### src/rtl/shift_arbiter_if.sv
// Bundle of the two request ports, the result port and the grant counters
// of shift_arbiter. The slave modport is the arbiter's view; the master
// modport is the view of whoever drives requests and consumes results.
interface shift_arbiter_if #(
   parameter int CNT_W = 16
);
   logic          req0_valid;
   logic          req0_ready;
   logic [0:31]   req0_x;
   logic [0:4]    req0_shamt;
   logic          req0_arith;
   logic          req0_right;

   logic          req1_valid;
   logic          req1_ready;
   logic [0:31]   req1_x;
   logic [0:4]    req1_shamt;
   logic          req1_arith;
   logic          req1_right;

   logic          out_valid;
   logic          out_ready;
   logic [0:31]   out_z;
   logic          out_id;

   logic [0:CNT_W-1] gnt_cnt0;
   logic [0:CNT_W-1] gnt_cnt1;

   modport slave (
      input  req0_valid, req0_x, req0_shamt, req0_arith, req0_right,
      output req0_ready,
      input  req1_valid, req1_x, req1_shamt, req1_arith, req1_right,
      output req1_ready,
      output out_valid, out_z, out_id,
      input  out_ready,
      output gnt_cnt0, gnt_cnt1
   );

   modport master (
      output req0_valid, req0_x, req0_shamt, req0_arith, req0_right,
      input  req0_ready,
      output req1_valid, req1_x, req1_shamt, req1_arith, req1_right,
      input  req1_ready,
      input  out_valid, out_z, out_id,
      output out_ready,
      input  gnt_cnt0, gnt_cnt1
   );
endinterface

### src/rtl/shift_arbiter.sv
// Two-port round-robin arbiter in front of a single 32-bit barrel shifter.
// The winning request is shifted combinationally and captured in one output
// register that supports backpressure; the register also records which port
// produced the result. Saturating per-port grant counters track usage.
// Bit 0 of every data vector is the most significant bit.
module shift_arbiter #(
   parameter int CNT_W = 16
) (
   input  logic            clk,
   input  logic            rst_n,
   shift_arbiter_if.slave  bus
);

   typedef enum logic {
      ST_EMPTY = 1'b0,
      ST_FULL  = 1'b1
   } state_t;

   state_t           state_q, state_d;
   logic [0:31]      out_z_q, out_z_d;
   logic             out_id_q, out_id_d;
   logic             prio_q, prio_d;
   logic [0:CNT_W-1] gnt_cnt0_q, gnt_cnt0_d;
   logic [0:CNT_W-1] gnt_cnt1_q, gnt_cnt1_d;

   logic             slot_free;
   logic             gnt0, gnt1;
   logic             ready0, ready1;
   logic             acc0, acc1;
   logic [0:31]      sel_x;
   logic [4:0]       sel_amt;
   logic             sel_arith, sel_right;
   logic [0:31]      shift_res;

   // Logarithmic barrel shifter: five stages of 1/2/4/8/16 positions.
   // Right shifts fill from the top with the sign bit only when arith is
   // set; left shifts always zero-fill and ignore arith.
   function automatic logic [0:31] barrel_shift(
      input logic [0:31] x,
      input logic [4:0]  amt,
      input logic        arith,
      input logic        right
   );
      logic [0:31] v;
      logic [0:31] ones;
      logic        fill;
      v    = x;
      ones = '1;
      fill = right & arith & x[0];
      for (int s = 0; s < 5; s++) begin
         if (amt[s]) begin
            if (right) begin
               v = (v >> (1 << s)) | (fill ? ~(ones >> (1 << s)) : '0);
            end else begin
               v = v << (1 << s);
            end
         end
      end
      return v;
   endfunction

   // Arbitration, operand selection and next-state computation for the
   // output register, priority pointer and grant counters.
   always_comb begin
      slot_free = (state_q == ST_EMPTY) | bus.out_ready;

      gnt0 = bus.req0_valid & (~bus.req1_valid | ~prio_q);
      gnt1 = bus.req1_valid & (~bus.req0_valid |  prio_q);

      ready0 = rst_n & slot_free & gnt0;
      ready1 = rst_n & slot_free & gnt1;

      acc0 = bus.req0_valid & ready0;
      acc1 = bus.req1_valid & ready1;

      if (acc1) begin
         sel_x     = bus.req1_x;
         sel_amt   = bus.req1_shamt;
         sel_arith = bus.req1_arith;
         sel_right = bus.req1_right;
      end else begin
         sel_x     = bus.req0_x;
         sel_amt   = bus.req0_shamt;
         sel_arith = bus.req0_arith;
         sel_right = bus.req0_right;
      end

      shift_res = barrel_shift(sel_x, sel_amt, sel_arith, sel_right);

      state_d    = state_q;
      out_z_d    = out_z_q;
      out_id_d   = out_id_q;
      prio_d     = prio_q;
      gnt_cnt0_d = gnt_cnt0_q;
      gnt_cnt1_d = gnt_cnt1_q;

      if (acc0 | acc1) begin
         state_d  = ST_FULL;
         out_z_d  = shift_res;
         out_id_d = acc1;
         prio_d   = ~acc1;
      end else if ((state_q == ST_FULL) && bus.out_ready) begin
         state_d  = ST_EMPTY;
      end

      if (acc0 && (gnt_cnt0_q != '1)) begin
         gnt_cnt0_d = gnt_cnt0_q + 1'b1;
      end
      if (acc1 && (gnt_cnt1_q != '1)) begin
         gnt_cnt1_d = gnt_cnt1_q + 1'b1;
      end
   end

   // Output-register state machine plus priority pointer and counters;
   // reset drops any held result without an output handshake.
   always_ff @(posedge clk or negedge rst_n) begin
      if (!rst_n) begin
         state_q    <= ST_EMPTY;
         out_z_q    <= '0;
         out_id_q   <= 1'b0;
         prio_q     <= 1'b0;
         gnt_cnt0_q <= '0;
         gnt_cnt1_q <= '0;
      end else begin
         state_q    <= state_d;
         out_z_q    <= out_z_d;
         out_id_q   <= out_id_d;
         prio_q     <= prio_d;
         gnt_cnt0_q <= gnt_cnt0_d;
         gnt_cnt1_q <= gnt_cnt1_d;
      end
   end

   assign bus.req0_ready = ready0;
   assign bus.req1_ready = ready1;
   assign bus.out_valid  = (state_q == ST_FULL);
   assign bus.out_z      = out_z_q;
   assign bus.out_id     = out_id_q;
   assign bus.gnt_cnt0   = gnt_cnt0_q;
   assign bus.gnt_cnt1   = gnt_cnt1_q;

endmodule

### src/flat_wrapper.sv
// flat-port wrapper written by rule: the top's interface ports become plain ports
module shift_arbiter_flat 
#(
   parameter int CNT_W = 16
)
  (clk, rst_n, bus_req0_valid, bus_req0_x, bus_req0_shamt, bus_req0_arith, bus_req0_right, bus_req0_ready, bus_req1_valid, bus_req1_x, bus_req1_shamt, bus_req1_arith, bus_req1_right, bus_req1_ready, bus_out_valid, bus_out_z, bus_out_id, bus_out_ready, bus_gnt_cnt0, bus_gnt_cnt1);
  shift_arbiter_if #(.CNT_W(CNT_W)) bus_i ();
  input  logic clk;
  input  logic rst_n;
  input wire logic [$bits(bus_i.req0_valid)-1:0] bus_req0_valid;
  input wire logic [$bits(bus_i.req0_x)-1:0] bus_req0_x;
  input wire logic [$bits(bus_i.req0_shamt)-1:0] bus_req0_shamt;
  input wire logic [$bits(bus_i.req0_arith)-1:0] bus_req0_arith;
  input wire logic [$bits(bus_i.req0_right)-1:0] bus_req0_right;
  output wire logic [$bits(bus_i.req0_ready)-1:0] bus_req0_ready;
  input wire logic [$bits(bus_i.req1_valid)-1:0] bus_req1_valid;
  input wire logic [$bits(bus_i.req1_x)-1:0] bus_req1_x;
  input wire logic [$bits(bus_i.req1_shamt)-1:0] bus_req1_shamt;
  input wire logic [$bits(bus_i.req1_arith)-1:0] bus_req1_arith;
  input wire logic [$bits(bus_i.req1_right)-1:0] bus_req1_right;
  output wire logic [$bits(bus_i.req1_ready)-1:0] bus_req1_ready;
  output wire logic [$bits(bus_i.out_valid)-1:0] bus_out_valid;
  output wire logic [$bits(bus_i.out_z)-1:0] bus_out_z;
  output wire logic [$bits(bus_i.out_id)-1:0] bus_out_id;
  input wire logic [$bits(bus_i.out_ready)-1:0] bus_out_ready;
  output wire logic [$bits(bus_i.gnt_cnt0)-1:0] bus_gnt_cnt0;
  output wire logic [$bits(bus_i.gnt_cnt1)-1:0] bus_gnt_cnt1;
  assign bus_i.req0_valid = bus_req0_valid;
  assign bus_i.req0_x = bus_req0_x;
  assign bus_i.req0_shamt = bus_req0_shamt;
  assign bus_i.req0_arith = bus_req0_arith;
  assign bus_i.req0_right = bus_req0_right;
  assign bus_req0_ready = bus_i.req0_ready;
  assign bus_i.req1_valid = bus_req1_valid;
  assign bus_i.req1_x = bus_req1_x;
  assign bus_i.req1_shamt = bus_req1_shamt;
  assign bus_i.req1_arith = bus_req1_arith;
  assign bus_i.req1_right = bus_req1_right;
  assign bus_req1_ready = bus_i.req1_ready;
  assign bus_out_valid = bus_i.out_valid;
  assign bus_out_z = bus_i.out_z;
  assign bus_out_id = bus_i.out_id;
  assign bus_i.out_ready = bus_out_ready;
  assign bus_gnt_cnt0 = bus_i.gnt_cnt0;
  assign bus_gnt_cnt1 = bus_i.gnt_cnt1;
  shift_arbiter #(.CNT_W(CNT_W)) u_core (.clk(clk), .rst_n(rst_n), .bus(bus_i));
endmodule
### config.mk
export PLATFORM = sky130hd
export DESIGN_NAME = shift_arbiter_flat
export DESIGN_NICKNAME = d
export VERILOG_FILES = /design/src/rtl/shift_arbiter_if.sv /design/src/rtl/shift_arbiter.sv /design/src/flat_wrapper.sv
export SDC_FILE = /design/constraint.sdc
export NUM_CORES = 1
export LEC_CHECK = 0
export BUFFER_PORTS_ARGS = -buffer_cell sky130_fd_sc_hd__buf_2
export CAP_MARGIN = 20
export CELL_PAD_IN_SITES_DETAIL_PLACEMENT = 0
export CELL_PAD_IN_SITES_GLOBAL_PLACEMENT = 2
export CORE_MARGIN = 3
export CORE_UTILIZATION = 35
export CTS_BUF_LIST = sky130_fd_sc_hd__clkbuf_8
export CTS_CLUSTER_DIAMETER = 30
export DETAILED_ROUTE_END_ITERATION = 10
export GPL_TIMING_DRIVEN = 0
export PLACE_DENSITY_LB_ADDON = 0.15
export SYNTH_ARGS = -nofsm -noshare
export SYNTH_HDL_FRONTEND = slang
export SYNTH_SLANG_ARGS = --single-unit
### constraint.sdc
create_clock -name clk -period 3.4 [get_ports clk]
set_input_delay 0.34 -clock clk [delete_from_list [all_inputs] [get_ports clk]]
set_output_delay 0.34 -clock clk [all_outputs]
set_load 0.1 [all_outputs]
Word-level counts from Yosys, hierarchy flattened

Index checks and enable logic that the tools add are counted.

Logic and storage cells: 58
Register bits: 67
Input bits: 83
Output and inout bits: 68

Add/sub/neg operators: 2
Eq/ne operators: 2
Reductions and logical operators: 4
Bitwise logic cells: 23
Muxes and demuxes: 21

Operators with widths:

| cell                                          | number |
|---|---|
| 2-to-1 mux 32 bit                             | 16 |
| adder 16 x 1 -> 16 bit, second input constant | 2 |
| != test 16 bit, second input constant         | 2 |
| bitwise OR 16 x 32 -> 32 bit                  | 1 |
| bitwise OR 24 x 32 -> 32 bit                  | 1 |
| bitwise OR 28 x 32 -> 32 bit                  | 1 |
| bitwise OR 30 x 32 -> 32 bit                  | 1 |
| bitwise OR 31 x 32 -> 32 bit                  | 1 |
| AND 1 bit                                     | 9 |
| 2-to-1 mux 5 bit                              | 1 |
| inverter 1 bit                                | 5 |
| 2-to-1 mux 1 bit                              | 4 |
| bitwise OR 1 bit                              | 4 |
| logical AND 1 bit                             | 3 |
| nonzero test 2 bit                            | 1 |

Depth between registers and ports, before layout

Gate-level depths: netlist of the first run.

Depth after elaboration: 24
Depth in mapped cells: 13
Depth with buffers taken out: 9

Least setup slack after synthesis of the first run

OpenSTA, ideal clock, no wires.

Kind: register -> register
From: reg u_core.state_q, in the netlist u_core.bus.out_valid
To: reg u_core.gnt_cnt0_q (netlist bit u_core.bus.gnt_cnt0[0])
Required time: 3.242 ns
Buffers on the path: 1
Clock period less this slack: 3.185 ns
Arrival: 3.027 ns
Setup time: 0.158 ns
Stages on the path, launching flop included: 11
Setup slack: 0.215 ns
Cell sequence: dfrtp_1 nand2b_1 buf_2 nand4_1 inv_1 o31a_1 and4_1 nand2_1 nor2_1 nand3_1 xnor2_1

Longest elaborated chain between the ends: 6

RTL lines:

| item                     | line                 | text |
|---|---|---|
| start: declaration       | shift_arbiter.sv:19  | `state_t state_q, state_d;` |
| start signal: assignment | shift_arbiter.sv:125 | `state_q <= state_d;` |
| inverter 1 bit           | shift_arbiter.sv:65  | `slot_free = (state_q == ST_EMPTY) \| bus.out_ready;` |
| bitwise OR 1 bit         | shift_arbiter.sv:65  |  |
| AND 1 bit (2 in a row)   | shift_arbiter.sv:70  | `ready0 = rst_n & slot_free & gnt0;` |
| named net bus_req0_ready | flat_wrapper.sv:15   | `output wire logic [$bits(bus_i.req0_ready)-1:0] bus_req0_ready;` |
| AND 1 bit                | shift_arbiter.sv:73  | `acc0 = bus.req0_valid & ready0;` |
| logical AND 1 bit        | shift_arbiter.sv:106 | `if (acc0 && (gnt_cnt0_q != '1)) begin` |
| end signal: assignment   | shift_arbiter.sv:129 | `gnt_cnt0_q <= gnt_cnt0_d;` |
| end: declaration         | shift_arbiter.sv:23  | `logic [0:CNT_W-1] gnt_cnt0_q, gnt_cnt0_d;` |

The timed path passes the listed nets, and every way through them passes these cells.
A chain may end at the register's enable or synchronous reset.

Worst setup path after layout of the first run

From: reg u_core.state_q, in the netlist u_core.bus.out_valid
To: reg u_core.out_z_q (netlist bit u_core.bus.out_z[17])

Longest elaborated chain between the ends: 20
Elaborated cells between the ends (all ways): 32
Classes of those cells: mux (17); bitwise (15)

RTL lines:

| item                         | line                                     | text |
|---|---|---|
| inverter 1 bit *             | shift_arbiter.sv:65                      |  |
| bitwise OR 1 bit *           | shift_arbiter.sv:65                      |  |
| AND 1 bit *                  | shift_arbiter.sv:70, shift_arbiter.sv:71 |  |
| AND 1 bit                    | shift_arbiter.sv:71                      | `ready1 = rst_n & slot_free & gnt1;` |
| AND 1 bit                    | shift_arbiter.sv:74                      | `acc1 = bus.req1_valid & ready1;` |
| 2-to-1 mux 32 bit            | shift_arbiter.sv:76                      | `if (acc1) begin` |
| bitwise OR 31 x 32 -> 32 bit | shift_arbiter.sv:53                      | `v = (v >> (1 << s)) \| (fill ? ~(ones >> (1 << s)) : '0);` |
| 2-to-1 mux 32 bit            | shift_arbiter.sv:52                      | `if (right) begin` |
| (+4 left out)                | --                                       |  |
| bitwise OR 28 x 32 -> 32 bit | shift_arbiter.sv:53                      |  |
| 2-to-1 mux 32 bit            | shift_arbiter.sv:52                      |  |
| 2-to-1 mux 32 bit            | shift_arbiter.sv:51                      | `if (amt[s]) begin` |
| 2-to-1 mux 32 bit            | shift_arbiter.sv:52                      |  |
| 2-to-1 mux 32 bit            | shift_arbiter.sv:51                      |  |
| bitwise OR 16 x 32 -> 32 bit | shift_arbiter.sv:53                      |  |
| 2-to-1 mux 32 bit            | shift_arbiter.sv:52                      |  |
| 2-to-1 mux 32 bit            | shift_arbiter.sv:51                      |  |
| end signal: assignment       | shift_arbiter.sv:126                     | `out_z_q <= out_z_d;` |
| end: declaration             | shift_arbiter.sv:20                      | `logic [0:31] out_z_q, out_z_d;` |

Every way passes the cells marked *; elsewhere a longest branch is shown, timed or not.

==> metrics.txt, run 1 <==
status=finished, violations left; failing checks=negative setup slack; row cnt=58; deepest clock path buffer count=2; Post-Place Setup Slack=-1.224 ns; total number of vias=11.28k; number of flops mapped to enable cells by yosys=0; vias in the first global route=10.64k; setup total negative slack=-0.1084 ns; PwrDens=500.1 nW/um^2; Nets=1381; WL met2=21.65 mm; final hold vios=0; first-pass GRT wire length=76.28 mm; Max stage delay cell, worst path=a31oi_1; I/O Buffers=145; # IOs=151; placed instance area=10260 um^2; Initial Util=35.86%; Seq/Total Area, Yosys=18.41%; post-DP HPWL=40.65 mm; Skew-Pair Late Insertion Delay=0.36 ns; Crit Reg-Reg Startpoint=u_core.bus.out_valid; top-count cell post-synth=nor2_1; area grow syn2layout=17.21%; drt drc=0; DR iter-0 viols=1844; final instance area=10680 um^2; Worst EP required=3.64 ns; TritonCTS clock tree=built; Filler cells=2724; CP cell instances=nand2b_1 > buf_2 > nand4_4 > buf_2 > buf_2 > a31oi_1 > nand2_1 > a221oi_1 > mux2i_1 > a221o_1; max cap viols=0; CTS buffer count=9; clock sink total=67; Max Clock Skew=0.007032 ns; Crit Path Max Fanout=10; H-tree levels=3; Hold WC Path Type=in -> reg; post-route minimum period=3.469 ns; Main synth FF type=dfrtp_1; WS Path Type=reg -> reg; met3 WL=6.304 mm; Routed WL per cell=32.42 um; Crit path arrival time=3.71 ns; dominant cell type by area after synthesis=dfrtp_1; diodes inserted=0; Pleak=4.440 nW; total global routing overflow=0; synth unique cells=84; clk root buf=clkbuf_8; Tcrit/Tclk final=102.0%; final-report setup violation count=2; Die Y-Extent=167.3 um; Detail Route Antenna Nets=0; Detailed Route WL=52.84 mm; CP startpoint=u_core.bus.out_valid; Max Used Layer=met4; post-synthesis instance total=1136; Worst Setup End Kind=flip-flop; Max Freq=288.3 MHz; Most Frequent Cell on Critical Path=buf_2; M1 WL=22.73 mm; Slew Limit Fails=0; synth top area cells=dfrtp_1, mux2i_1, mux4_2; clock slew at reported path FFs=0.08 ns; Synth Area per Inst=8.017 um^2; largest net degree at the start of global routing=68; Tot GR Track Use=36.20%; initial antenna violation count=1; drt first pass iters=6; maximum VDD drop=0.7361 mV; synth warn=0; Slew headroom=27.77%; fraction of layout cells with a size suffix above 1=27.62%; post-synthesis async set-or-reset flop share=100.0%; FF+latch count, synth=67; worst-margin pin slew=1.067 ns; Core ar.=25400 um^2; Non-Filler Instances=1630; Worst Setup Start Kind=flip-flop; post-route setup slack=-0.06851 ns; RSZ-0062 raised after global routing=true; hold_sp=bus_req0_valid; CP peak stage delay=0.58 ns; via/cell ratio=6.920; share of the synthesized area in the top cell type=18.41%; Die Span X=167.3 um; routability congestion estimate from global placement=1.060; commonest cells in the netlist=nor2_1, nand2_1, mux2i_1, a21oi_1, dfrtp_1; synthesized cell area=9107 um^2; Die Area=27990 um^2; Synth Net Count=1221; dpl cells=1612
[metrics by stage]
step	utilization [%]	hold WS [ns]	total power, mW
after CTS	41.75	0.3774	5.259
final	42.03	0.3837	5.339
after floorplan	-	0.04441	3.474
after global placement	40.34	0.4567	4.407
after global routing	42.03	0.4134	5.510
after detailed placement	40.40	0.4635	4.396
[worst max-delay path: cells and delay by family, from the launching register on]
kind                   cells  cell delay, ns
buffers and inverters      3            0.75
flip-flops                 1            0.40
AO/OA/AOI/OAI              3            1.40
multiplexers               1            0.13
AND/OR/NAND/NOR            3            0.64
[flip-flops by register name, summed over array words and instances (netlist names)]
name                  flops
u_core.prio_q             1
u_core.bus.gnt_cnt1      16
u_core.bus.gnt_cnt0      16
u_core.bus.out_z         32
u_core.bus.out_valid      1
u_core.bus.out_id         1
[metal layers]
layer	up-vias	track usage [%]
li1	4742	-
met1	5522	53.36
met2	902	52.50
met3	114	8.097
met4	0	11.42
met5	-	0
[where the power goes]
part	total (mW)	switching [mW]	leakage, nW	internal, mW
Clock	0.829	0.344	0.115	0.486
Combinational	3.40	2.62	3.48	0.777
Sequential	1.11	0.143	0.843	0.967
Total	5.34	3.11	4.44	2.23
[what timing repair did]
| item | CTS | global route |
|---|---|---|
| gates cloned | 0 | 0 |
| setup buffers | 1 | 0 |
| resized for setup | 15 | 24 |
| hold buffers | 2 | 0 |
| pin swaps | 1 | 0 |
| endpoints found under the hold margin | 67 | 0 |
| endpoints found under the setup margin | 33 | 24 |
[final timing paths]
path	slack, ns	cells after the start	end
worst min-delay path	0.38	3	u_core.prio_q
worst max-delay path	-0.07	10	u_core.bus.out_z[17]
worst min register to register	0.47	2	u_core.bus.out_id
min in group asynchronous	0.62	3	u_core.bus.gnt_cnt0[5]
worst max register to register	-0.07	10	u_core.bus.out_z[17]
max in group asynchronous	2.49	3	u_core.bus.out_z[8]
[area by class of cell]
class	count	area (um^2)	share of cell area [%]
timing repair buffer	149	788.3	7.384
clock buffer	9	123.9	1.160
sequential	67	1677	15.71
tap	330	412.9	3.868
multi-input combinational	951	6912	64.74
clock inverter	6	115.1	1.078
inverter	12	46.29	0.4337
buffer	106	600.6	5.626
[cells in the final DEF (no fill, tap or decap), types with 23 or more instances in the layout]
master | synthesis | routed
buf_2 | 46 | 188
nor2_1 | 109 | 108
nand2_1 | 104 | 104
a21oi_1 | 81 | 81
mux2i_1 | 83 | 79
dfrtp_1 | 67 | 67
o21ai_0 | 59 | 58
nand3_1 | 49 | 49
a211oi_1 | 45 | 43
mux2_2 | 42 | 42
mux4_2 | 29 | 29
nor3_1 | 29 | 26
buf_4 | 21 | 23
[cells by family (layout without fill, tap and decap cells)]
logic type	after synthesis	count (layout)	share of synthesized area (%)
AOI/OAI and AO/OA	389	389	30.54
and+or+nand+nor	376	376	19.41
muxes	155	155	21.64
buffers and inverters	118	282	6.938
DFF	67	67	18.41
xor gates and xnor gates	29	29	2.789
adders and majority gates	2	2	0.2747
No activity file was read; power rests on OpenSTA's default activity.
==> run 2, diff against run 1 <==
clock period = 4 ns   (was 3.4 ns; I/O delays follow)
==> metrics.txt, run 2 (synthesized netlist as in run 1, its figures left out) <==
CP peak stage delay=0.97 ns; vias in the first global route=10.58k; M2 GR Usage=52.06%; Clock power frac=15.7%; met1 Resource Use GR=52.70%; I/O Buffers=145; Routed WL per cell=32.32 um; FF-to-FF setup slack=0.34 ns; clock sink total=67; gr busiest metal=met1; RSZ-0062 raised after global routing=false; CTS buffer count=9; area grow syn2layout=15.66%; Crit Path Max Fanout=10; final-report setup violation count=0; reg2reg end=u_core.bus.out_z[27]; Crit Reg-Reg Startpoint=u_core.prio_q; Skew-Pair Late Insertion Delay=0.37 ns; initial antenna violation count=1; post-route minimum period=3.953 ns; largest net degree at the start of global routing=69; CTS Hold Bufs=0; PwrDens=428.4 nW/um^2; drt drc=0; Tot GR Track Use=36.10%; Die Area=27990 um^2; switching pwr=2.630 mW; Detail Route Antenna Nets=0; Switching Share=58.29%; Slew Limit Fails=0; total number of vias=11.38k; Die Y-Extent=167.3 um; Nets=1381; final instance area=10530 um^2; Max stage delay cell, worst path=o311ai_0; status=complete, no violations; Crit path arrival time=4.20 ns; Pleak=4.393 nW; Core ar.=25400 um^2; total global routing overflow=0; DR iter-0 viols=1967; max reg flops=32; row cnt=58; commonest non-fill, non-tap cells in the layout=buf_2, nor2_1, nand2_1; TritonCTS clock tree=built; post-DP HPWL=40.65 mm; deepest clock path buffer count=2; routability congestion estimate from global placement=1.060; setup total negative slack=0 ns; Worst Setup End Kind=flip-flop; most common cell after layout, fill and taps aside=buf_2; fraction of layout cells with a size suffix above 1=25.92%; worst-margin pin slew=1.109 ns; # IOs=151; placed instance area=10260 um^2; Tcrit/Tclk final=98.84%; Worst EP required=4.25 ns; WS Path Type=in -> reg; Hold WC Path Type=in -> async; Initial Util=35.86%; clock slew at reported path FFs=0.08 ns; Die Span X=167.3 um; maximum VDD drop=0.6775 mV; Max Clock Skew=0.007951 ns; internal power=1.882 mW; Worst Setup Start Kind=input pin; CP cell instances=buf_2 > clkinv_1 > a41oi_2 > a21oi_2 > o311ai_0 > a21oi_1 > nor3_1 > a211oi_1 > a221o_1; drt first pass iters=8; Detailed Route WL=52.71 mm; clk root buf=clkbuf_8; first-pass GRT wire length=76.02 mm; H-tree levels=3; final hold vios=0; Max Freq=252.9 MHz; max cap viols=0; sequential share of power=20.9%; combinational power share=63.4%; via/cell ratio=6.979; reg2reg path depth=11; Slew headroom=25.64%; met3 Use GR=9.042%
-- run 2: cell count changes in the layout (fill, tap and decap cells not counted), moves of 3 or more --
cell / change
mux2i_1: +4
clkbuf_2: -6
clkbuf_1: +5
o311ai_0: +3
mux2i_2: -4
-- run 2: repair_timing --
action / 4_1_cts / 5_1_grt
buffers inserted: 1 / 0
setup endpoints to repair: 12 / 0
resized for setup: 2 / 0
-- run 2: worst max-delay path, delay by kind of cell --
kind            cells  cell delay [ns]
compound gates      6             2.59
buf+inv             2             0.88
simple gates        1             0.31
-- run 2: layout make-up --
| type | count | area (um^2) |
|---|---|---|
| multi-input cells | 951 | 6812 |
| inverters | 12 | 45.04 |
| well taps | 330 | 412.9 |
| flip-flops and latches | 67 | 1677 |
| plain buffers | 106 | 586.8 |
| diodes | 1 | 2.502 |
| repair buffers | 149 | 759.5 |
| clock buffers | 9 | 123.9 |
| fillers | 2732 | 14870 |
| clock inverters | 6 | 115.1 |
-- run 2: worst max-delay path by stage --
stage / startpoint / end / cells after the start / slack [ns]
after floorplan: u_core.bus.out_valid / u_core.bus.gnt_cnt0[0] / 10 / 0.82
after global placement: rst_n / u_core.bus.out_z[27] / 11 / -1.29
after detailed placement: rst_n / u_core.bus.out_z[27] / 11 / -0.68
after CTS: rst_n / u_core.bus.out_z[30] / 10 / 0.13
after global routing: bus_req0_shamt[1] / u_core.bus.out_z[28] / 9 / 0.11
final: bus_req0_shamt[1] / u_core.bus.out_z[20] / 9 / 0.05
-- run 2: power groups by stage --
stage	Combinational (mW)	Sequential, mW	Clock [mW]
2_1_floorplan	0.970	1.98	0
3_3_place_gp	2.80	0.949	0
3_5_place_dp	2.78	0.956	0
4_1_cts	2.79	0.944	0.720
5_1_grt	2.94	0.967	0.751
6_report	2.86	0.944	0.707
-- run 2: per-layer routing --
layer / part of all wire (%) / vias up / routed length [um]
li1: - / 4732 / -
met2: 41 / 931 / 21540
met3: 13 / 134 / 6729
met1: 42 / 5583 / 22160
met4: 4.3 / 2 / 2270
met5: 0.030 / - / 16
-- run 2: through the flow --
step | util, % | hold WS [ns] | power [mW] | cells | setup WS, ns
2_1_floorplan | - | 0.1044 | 2.953 | 1136 | 0.8151
3_3_place_gp | 40.34 | 0.4567 | 3.746 | 1611 | -1.291
3_5_place_dp | 40.40 | 0.4635 | 3.737 | 1612 | -0.6842
4_1_cts | 41.41 | 0.05380 | 4.456 | 1628 | 0.1318
5_1_grt | 41.46 | 0.08044 | 4.659 | 1630 | 0.1084
6_report | 41.47 | 0.02274 | 4.512 | 1631 | 0.04659
==> run 3, diff against run 2 <==
CELL_PAD_IN_SITES_GLOBAL_PLACEMENT = 1   (was 2)
==> metrics.txt, run 3 (synthesized netlist as in run 1, its figures left out) <==
max reg flops=32; post-DP HPWL=40.82 mm; Switching Share=57.65%; initial antenna violation count=1; WS Path Type=in -> reg; routability congestion estimate from global placement=1.029; most common cell after layout, fill and taps aside=buf_2; CP peak stage delay=0.66 ns; sequential share of power=20.5%; I/O Buffers=145; post-route setup slack=0.2215 ns; Detail Route Antenna Nets=0; drt drc=0; final-report setup violation count=0; RSZ-0062 raised after global routing=false; switching pwr=2.654 mW; clk root buf=clkbuf_8; worst-margin pin slew=0.9913 ns; row cnt=58; FF-to-FF setup slack=0.37 ns; Skew-Pair Late Insertion Delay=0.37 ns; Max stage delay cell, worst path=o21ai_0; total global routing overflow=0; reg2reg end=u_core.bus.out_z[27]; Initial Util=35.86%; Die Span X=167.3 um; status=complete, no violations; first-pass GRT wire length=76.37 mm; H-tree levels=3; Worst EP required=4.25 ns; Slew headroom=32.03%; commonest non-fill, non-tap cells in the layout=buf_2, nor2_1, nand2_1; internal power=1.950 mW; Pleak=4.420 nW; Crit Reg-Reg Startpoint=u_core.bus.out_valid; DR iter-0 viols=2020; maximum VDD drop=0.6717 mV; Filler cells=2716; max cap viols=0; dpl cells=1613; post-route minimum period=3.778 ns; combinational power share=62.6%; clock slew at reported path FFs=0.08 ns; Worst Setup Start Kind=input pin; Nets=1382; Clock power frac=16.9%; Hold WC Path Type=in -> async; final hold vios=0; Total Power=4.604 mW; PwrDens=435.4 nW/um^2; Tot GR Track Use=36.25%; # IOs=151; Max Freq=264.7 MHz; CTS buffer count=9; largest net degree at the start of global routing=69; deepest clock path buffer count=2; area grow syn2layout=16.09%; Tcrit/Tclk final=94.46%; clock sink total=67; Crit Path Max Fanout=68; Detailed Route WL=53.22 mm; Slew Limit Fails=0; Max Clock Skew=0.01782 ns; Routed WL per cell=32.61 um; Die Area=27990 um^2; reg2reg path depth=9; drt first pass iters=6; Worst Setup End Kind=flip-flop; vias in the first global route=10.59k; CP cell instances=buf_6 > buf_4 > nand4_4 > o21ai_2 > clkbuf_1 > a31oi_1 > o21ai_0 > o21ai_0 > a221o_1; Non-Filler Instances=1632; Core ar.=25400 um^2; total number of vias=11.40k; via/cell ratio=6.985; TritonCTS clock tree=built; Most Frequent Cell on Critical Path=o21ai_0; fraction of layout cells with a size suffix above 1=26.04%; diodes inserted=0; Crit path arrival time=4.02 ns; Die Y-Extent=167.3 um; Post-Place Setup Slack=-0.6784 ns
==> run 3: worst max path at each step <==
stage                             endpoint                 start
floorplan           u_core.bus.gnt_cnt0[0]  u_core.bus.out_valid
finish                u_core.bus.out_z[27]                 rst_n
detailed placement    u_core.bus.out_z[23]                 rst_n
global placement      u_core.bus.out_z[23]                 rst_n
CTS                   u_core.bus.out_z[30]                 rst_n
global route          u_core.bus.out_z[27]                 rst_n
==> run 3: per-stage QoR <==
| step | hold WS, ns | utilization (%) | instance area, um^2 | TNS (ns) |
|---|---|---|---|---|
| 3_5_place_dp | 0.4657 | 40.43 | 10270 | -11.23 |
| 5_1_grt | 0.09751 | 41.63 | 10570 | 0 |
| 3_3_place_gp | 0.4596 | 40.34 | 10250 | -32.22 |
| 6_report | 0.03153 | 41.63 | 10570 | 0 |
| 4_1_cts | 0.06548 | 41.54 | 10550 | 0 |
| 2_1_floorplan | 0.1044 | - | 9107 | 0 |
==> run 3: power by group through the flow <==
| stage | combinational (mW) | clock, mW | sequential [mW] |
|---|---|---|---|
| floorplan | 0.970 | 0 | 1.98 |
| global placement | 2.80 | 0 | 0.951 |
| detailed placement | 2.79 | 0 | 0.959 |
| CTS | 2.80 | 0.788 | 0.946 |
| global route | 2.95 | 0.818 | 0.969 |
| finish | 2.88 | 0.777 | 0.945 |
==> run 3: cell type report <==
type | count | area [um^2] | share of cell area (%)
tap | 330 | 412.9 | 3.905
clock inverter | 7 | 141.4 | 1.337
inverter | 12 | 45.04 | 0.4260
timing repair buffer | 150 | 769.5 | 7.278
buffer | 106 | 586.8 | 5.550
sequential | 67 | 1677 | 15.86
clock buffer | 9 | 123.9 | 1.172
multi-input combinational | 951 | 6817 | 64.47
==> run 3: worst max-delay path, delay by kind of cell <==
kind / cells / cell delay (ns)
simple gates: 1 / 0.22
buf+inv: 3 / 1.31
compound gates: 5 / 2.07
==> run 3: what timing repair did <==
action	CTS	global route
hold endpoints to repair	0	0
buffers inserted	1	0
gates resized for setup	2	1
pin swaps	1	0
hold buffers	0	0
endpoints found under the setup margin	10	1
==> run 3: metal layers <==
layer / global-route usage, % / part of all wire [%]
met5: 0 / 0.023
met4: 10.07 / 4.3
met3: 9.844 / 14
met2: 52.80 / 41
met1: 52.70 / 41
